## config.mk

```make
export PLATFORM = sky130hd
export DESIGN_NAME = arbiter_rr_nb
export DESIGN_NICKNAME = d
export VERILOG_FILES = /design/src/rtl/arbiter_pkg.sv /design/src/rtl/arbiter_rr_nb_rr_pick.sv /design/src/rtl/arbiter_rr_nb.sv
export SDC_FILE = /design/constraint.sdc
export NUM_CORES = 1
export LEC_CHECK = 0
export BUFFER_PORTS_ARGS = -buffer_cell sky130_fd_sc_hd__buf_2
export CAP_MARGIN = 20
export CORE_MARGIN = 2
export CORE_UTILIZATION = 25
export CTS_CLUSTER_DIAMETER = 40
export DETAILED_ROUTE_END_ITERATION = 16
export GPL_TIMING_DRIVEN = 0
export HOLD_SLACK_MARGIN = 0.12
export SLEW_MARGIN = 20
export SYNTH_ARGS = -nofsm -noshare
export SYNTH_HDL_FRONTEND = slang
export SYNTH_SLANG_ARGS = --single-unit
```

## constraint.sdc

```tcl
create_clock -name clk -period 2 [get_ports clk]
set_clock_uncertainty 0.15 [all_clocks]
set_input_delay 0 -clock clk [delete_from_list [all_inputs] [get_ports clk]]
set_output_delay 0 -clock clk [all_outputs]
set_load 0.01 [all_outputs]
```

## src/rtl/arbiter_pkg.sv

```systemverilog
// Shared types for the four-phase arbiter: FSM state encoding and default channel count.
// Pure declarations, no logic, no latency, no flow control.
package arbiter_pkg;

  localparam int N_DEFAULT = 4;

  typedef enum logic [1:0] {
    IDLE,
    REQ,
    ACK,
    REL
  } arb_state_t;

endpackage

```

## src/rtl/arbiter_rr_nb_rr_pick.sv

```systemverilog
// rr_pick: combinational first-set search over req starting at ptr and wrapping N-1 -> 0.
// Zero latency; no flow control, valid=0 when no request is pending.
module rr_pick #(
  parameter int N     = 4,
  parameter int SEL_W = $clog2(N)
) (
  input  logic [N-1:0]     req,
  input  logic [SEL_W-1:0] ptr,
  output logic             valid,
  output logic [SEL_W-1:0] idx
);

  always_comb begin
    int c;
    valid = 1'b0;
    idx   = '0;
    c     = 0;
    for (int i = 0; i < N; i++) begin
      c = int'(ptr) + i;
      if (c >= N) c = c - N;
      if (!valid && req[c]) begin
        valid = 1'b1;
        idx   = SEL_W'(c);
      end
    end
  end

endmodule

```

## src/rtl/arbiter_rr_nb.sv

```systemverilog
// N-channel four-phase req/ack arbiter, registered outputs, grant 1 cycle after a request is seen in IDLE.
// Backpressure: holds the grant until downstream acks and the winner releases; ARB_RR_EN selects round-robin, else fixed priority.
module arbiter_rr_nb
  import arbiter_pkg::*;
#(
  parameter  int N     = N_DEFAULT,
  localparam int SEL_W = $clog2(N)
) (
  input  logic             clk,
  input  logic             rst,
  input  logic [N-1:0]     req_in,
  output logic [N-1:0]     ack_in,
  output logic             req_out,
  input  logic             ack_out,
  output logic [SEL_W-1:0] sel
);

  arb_state_t       state, state_nxt;
  logic [SEL_W-1:0] sel_nxt;
  logic [N-1:0]     ack_nxt;
  logic             req_nxt;
  logic [SEL_W-1:0] ptr;
  logic             pick_valid;
  logic [SEL_W-1:0] pick_idx;

`ifdef ARB_RR_EN
  logic [SEL_W-1:0] ptr_nxt;
`else
  assign ptr = '0;
`endif

  rr_pick #(.N(N), .SEL_W(SEL_W)) u_pick (
    .req   (req_in),
    .ptr   (ptr),
    .valid (pick_valid),
    .idx   (pick_idx)
  );

  always_comb begin
    state_nxt = state;
    sel_nxt   = sel;
    ack_nxt   = ack_in;
    req_nxt   = req_out;
`ifdef ARB_RR_EN
    ptr_nxt   = ptr;
`endif
    case (state)
      IDLE: if (pick_valid) begin
        sel_nxt   = pick_idx;
        req_nxt   = 1'b1;
        state_nxt = REQ;
      end
      REQ: if (ack_out) begin
        ack_nxt      = '0;
        ack_nxt[sel] = 1'b1;
        state_nxt    = ACK;
      end
      ACK: if (!req_in[sel]) begin
        ack_nxt   = '0;
        req_nxt   = 1'b0;
        state_nxt = REL;
      end
      REL: if (!ack_out) begin
`ifdef ARB_RR_EN
        ptr_nxt   = (sel == SEL_W'(N - 1)) ? '0 : sel + SEL_W'(1);
`endif
        state_nxt = IDLE;
      end
      default: state_nxt = IDLE;
    endcase
  end

  always_ff @(posedge clk) begin
    if (rst) begin
      state   <= IDLE;
      sel     <= '0;
      ack_in  <= '0;
      req_out <= 1'b0;
`ifdef ARB_RR_EN
      ptr     <= '0;
`endif
    end else begin
      state   <= state_nxt;
      sel     <= sel_nxt;
      ack_in  <= ack_nxt;
      req_out <= req_nxt;
`ifdef ARB_RR_EN
      ptr     <= ptr_nxt;
`endif
    end
  end

endmodule

```

# Word-level counts from Yosys, hierarchy flattened
# Cells that the tools add are included.
dict set report op_classes {
  n_eq_ne 7
  mux 22
  div_mod_pow 0
  order_cmp 2
  reduce_logical 14
  n_addsub 0
  n_bitwise 0
  shift 0
  n_mul 0
}
# op n
set ops {}
lappend ops {{$mux 2} 6}
lappend ops {{$mux 1} 9}
lappend ops {{$mux 4} 2}
lappend ops {{$ne 2x2->1 const B} 4}
lappend ops {{$pmux 2 s4} 1}
lappend ops {{$pmux 4 s2} 1}
lappend ops {{$reduce_and 3->1} 2}
lappend ops {{$eq 2x2->1 const B} 2}
lappend ops {{$logic_and 1x1->1} 4}
lappend ops {{$reduce_and 4->1} 1}
lappend ops {{$reduce_bool 2->1} 2}
lappend ops {{$logic_not 1->1} 3}
lappend ops {{$lt 2x3->1 const B} 1}
lappend ops {{$bmux 1 s2} 1}
lappend ops {{$demux 1 s2} 1}
lappend ops {{$eq 2x1->1 const B} 1}
lappend ops {{$ge 2x1->1 const B} 1}
lappend ops {{$logic_not 2->1} 1}
lappend ops {{$pmux 1 s2} 1}
lappend ops {{$reduce_and 2->1} 1}
dict set report word_totals {
  ramBits 0
  output_inout_bits 7
  rom_bits 0
  ff_bits 9
  latch_bits 0
  mem_count 0
  word_cells 49
  inputBits 7
}

# Longest topological paths before layout
dict set report depth {
  depth_word 12
  ltp_mapped 7
  mapped_depth_nobuf 6
}

# By module
# Synthesis repeated with hierarchy kept, for this count alone.
dict set report hier_totals {
  hier_cells 75
  area_unflattened_um2 671.9
}
# module seq_area_each_um2 area_each_um2 cells_per_inst n_inst
set by_module_without_submodules {}
lappend by_module_without_submodules {arbiter_rr_nb 180.2 594.3 60 1}
lappend by_module_without_submodules {rr_pick 0.0 77.6 15 1}

# Worst setup path after synthesis
# OpenSTA, ideal clock, no wires.
dict set report synth_timing {
  path_type {register to register}
  startpoint {register state[0]}
  endpoint {register ack_in[1]}
  period_less_slack_ns 1.833
  arrival_time_ns 1.613
  setup_time_ns 0.070
  required_time_ns 1.780
  path_stages_with_launch 8
  setup_slack_ns 0.167
  cell_sequence {dfxtp_1 -> inv_1 -> ha_1 -> clkbuf_1 -> nand2_1 -> o22ai_1 -> or4_1 -> a21oi_1}
}
dict set report synth_between {
  elab_chain_len 3
}
# item line
set synth_lines {}
lappend synth_lines {{from (decl)} arbiter_rr_nb.sv:18} ;# arb_state_t state, state_nxt;
lappend synth_lines {{from (signal assigned)} arbiter_rr_nb.sv:83} ;# state <= state_nxt;
lappend synth_lines {{$eq 2x2->1 / $eq 2x1->1 (equally long branches)} arbiter_rr_nb.sv:47} ;# case (state)
lappend synth_lines {{$ne 2x2->1 (no line) / $reduce_bool 2->1 (equally long branches)} n/a}
lappend synth_lines {{$reduce_and 3->1 (no line)} n/a}
lappend synth_lines {{to (signal assigned)} arbiter_rr_nb.sv:85} ;# ack_in <= ack_nxt;
lappend synth_lines {{to (decl)} arbiter_rr_nb.sv:12} ;# output logic [N-1:0] ack_in,
# Several ways; a longest one is shown, not always the timed one.
# A chain may end at the register's enable or synchronous reset.

# Worst setup path after layout
# Same ends and word-level chain as after synthesis.

==> metrics.txt <==
Reg2Reg Capture Point=ack_in[1]; gr ovfl total=0; min-delay src=ack_in[2]; wire per inst=approximately 11 um; layout overhead on the synthesized area=36.42%; Sink Count=9; max frequency=536.2 MHz; FF+latch count, synth=9; Finish-stage setup viols=0; pwr dens=roughly 1100 nW/um^2; worst-path maximum fanout=9; gr usage total=a little under an eighth; CP Launch Point=state[0]; status=complete, no violations; CP cell instances=inv_1, ha_2, nand2_1, o22ai_2, or4_1, a21oi_1; crit end category=register; RSZ-0062 raised after global routing=no; period utilization=93.25%; Synth Flop Type=dfxtp_1; worst skew pair latency=0.26 ns; Total Nets Final=100; Via Count=about 580; min Tclk post-route=about 1.9 ns; Die H=about 52 um; Initial Util=26.12%; mapped cell area=about 570 um^2; delay-heaviest family, CP=simple AND/OR/NAND/NOR gates; Net Count, Synth=76; largest net degree at the start of global routing=10; DR pass1 iterations=4; # Post-CTS Setup Buffers=0; leading post-synthesis cells by cell area=dfxtp_1 (32%), ha_1 (8.8%), mux2i_1 (7.1%); cell with the most instances after synthesis=dfxtp_1; Final Power=roughly 0.00085 W; peak supply drop=between 0.4 and 0.5 mV; Final Max Slew Viols=0; Clk pin slew, worst setup/hold paths=about 0.06 ns; detailed placement HPWL=945.2 um; DR vias/cell=between 4 and 5; Std-Cell Rows=17; die width=51.62 um; total CTS buffers=3; port bufs=12; crit path capture=ack_in[1]; Critical Path RT=2.04 ns; Critical Path AT=1.90 ns; Mapped Cells=65; worst reg-to-reg setup slack=around 0.14 ns; Crit path depth=6; Placer Congestion=about 0.75; CTS tree=done; top-area cell type share of the netlist area=between 30% and 40%; Core Box Area=approximately 2200 um^2; final hold vios=0; Die ar.=between 2000 and 3000 um^2; first-pass GRT wire length=roughly 2300 um; Slew headroom=roughly 71%; IO Pins=14; post-synth top area cell=dfxtp_1; crit path kind=reg -> reg; Iteration-0 DRC Markers=18; cell depth of the worst flop-to-flop path=6; Worst-Margin Slew=approximately 0.44 ns; slowest stage delay, CP=around 0.52 ns; Bufs on Longest Clock Path=2; vias in the first global route=567; synth unique cells=27; antenna violations before repair=0; Buf/Inv on CP=1; Reg2Reg Launch Point=state[0]; Layout Utilization=35.64%; path type of the worst min-delay path=reg -> reg; Synth async-reset ratio=0%; Root Driver=clkbuf_4; diode count=0; CTS H-tree depth=1; fraction of layout cells with a size suffix above 1=around a quarter; Critical Path Source Type=register; most common library cells after synthesis=dfxtp_1 (9), a21oi_1 (6), o21ai_0 (6), inv_1 (5); sequential element share of the synthesized area=31.79%; yosys synthesis warning count=0; WL final=1333 um; Max-cap violations=0; crit path max-delay cell type=or4_1; Post-synth EDFFs=0; DRC viols=0; Pleak=about 0.32 nW; Post-DRT Antenna Nets=0; Post-Syn Area per Cell=roughly 8.7 um^2; Filler Cell Count=228
[flip-flops by register name, summed over array words and instances (netlist names)]
register / flops
ack_in: 4
req_out: 1
sel: 2
state: 2
[per-layer routing]
layer | up-vias | part of all wire [%] | track usage [%]
li1 | 287 | - | -
met4 | 0 | 1.7 | 8.333
met2 | 20 | 44 | 18.16
met1 | 265 | 48 | 12.92
met3 | 4 | 6.6 | 3.448
met5 | - | 0 | 0
[worst min path at each step]
stage / depth (start not counted) / slack [ns] / end
finish: 2 / 0.33 / ack_in[2]
global route: 2 / 0.35 / ack_in[2]
CTS: 2 / 0.33 / ack_in[2]
detailed placement: 4 / 0.22 / sel[0]
global placement: 4 / 0.21 / sel[0]
floorplan: 3 / 0.04 / sel[1]
[where the power goes]
group	leakage [nW]	switching, W	total, W	internal (W)
Clock	0.0150	0.0000644	0.000141	0.0000769
Sequential	0.0739	0.0000418	0.000273	0.000231
Combinational	0.228	0.000225	0.000434	0.000208
[logic make-up (layout without fill, tap and decap cells)]
kind of cell / after synthesis / after routing / synth area share [%]
and+or+nand+nor: 16 / 16 / 15.01
muxes: 7 / 7 / 15.01
DFF: 9 / 9 / 31.79
buffers and inverters: 8 / 31 / 6.623
AOI/OAI and AO/OA: 21 / 21 / 22.74
adders and majority gates: 4 / 4 / 8.830
[worst reg2reg max path: cells and delay by family, from the launching register on]
| kind | cells | cell delay (ns) |
|---|---|---|
| AOI/OAI and AO/OA | 2 | 0.28 |
| adders and majority gates | 1 | 0.24 |
| buffers and inverters | 1 | 0.09 |
| DFF | 1 | 0.38 |
| and+or+nand+nor | 2 | 0.64 |
[what timing repair did]
| action | CTS | global route |
|---|---|---|
| hold endpoints to repair | 8 | 0 |
| gates resized for setup | 1 | 1 |
| hold buffers | 8 | 0 |
| setup endpoints to repair | 1 | 1 |
[metrics by stage]
| stage | hold WS [ns] | TNS [ns] | worst slack, ns | cell area (um^2) | cells |
|---|---|---|---|---|---|
| CTS | 0.3299 | 0 | 0.06654 | 770.7 | 116 |
| floorplan | 0.03805 | 0 | 0.1670 | 566.8 | 65 |
| finish | 0.3261 | 0 | 0.1351 | 773.2 | 116 |
| global route | 0.3515 | 0 | 0.01672 | 773.2 | 116 |
| detailed placement | 0.2192 | -0.03956 | -0.03956 | 661.9 | 105 |
| global placement | 0.2127 | 0 | 0.02839 | 661.9 | 105 |
[layout by cell type (no fill, tap or decap), drive strengths merged, types with 2 or more instances in the layout]
cell	netlist	routed
a21oi	6	6
buf	1	13
clkbuf	2	5
dfxtp	9	9
dlygate4sd3	0	8
ha	4	4
inv	5	5
mux2	2	2
mux2i	4	4
nand2	3	3
nand2b	3	3
nand4	2	2
nor2	3	3
nor4	2	2
o21ai	7	7
[cell type report]
type                            count  area [um^2]  area share (%)
Clock buffer                        4        26.28           3.398
Inverter                            5        18.77           2.427
Multi-Input combinational cell     48        357.8           46.28
Sequential cell                     9        180.2           23.30
Tap cell                           28        35.03           4.531
Buffer                              2        15.01           1.942
Timing Repair Buffer               20        140.1           18.12
Power figures use the tool's default switching activity.
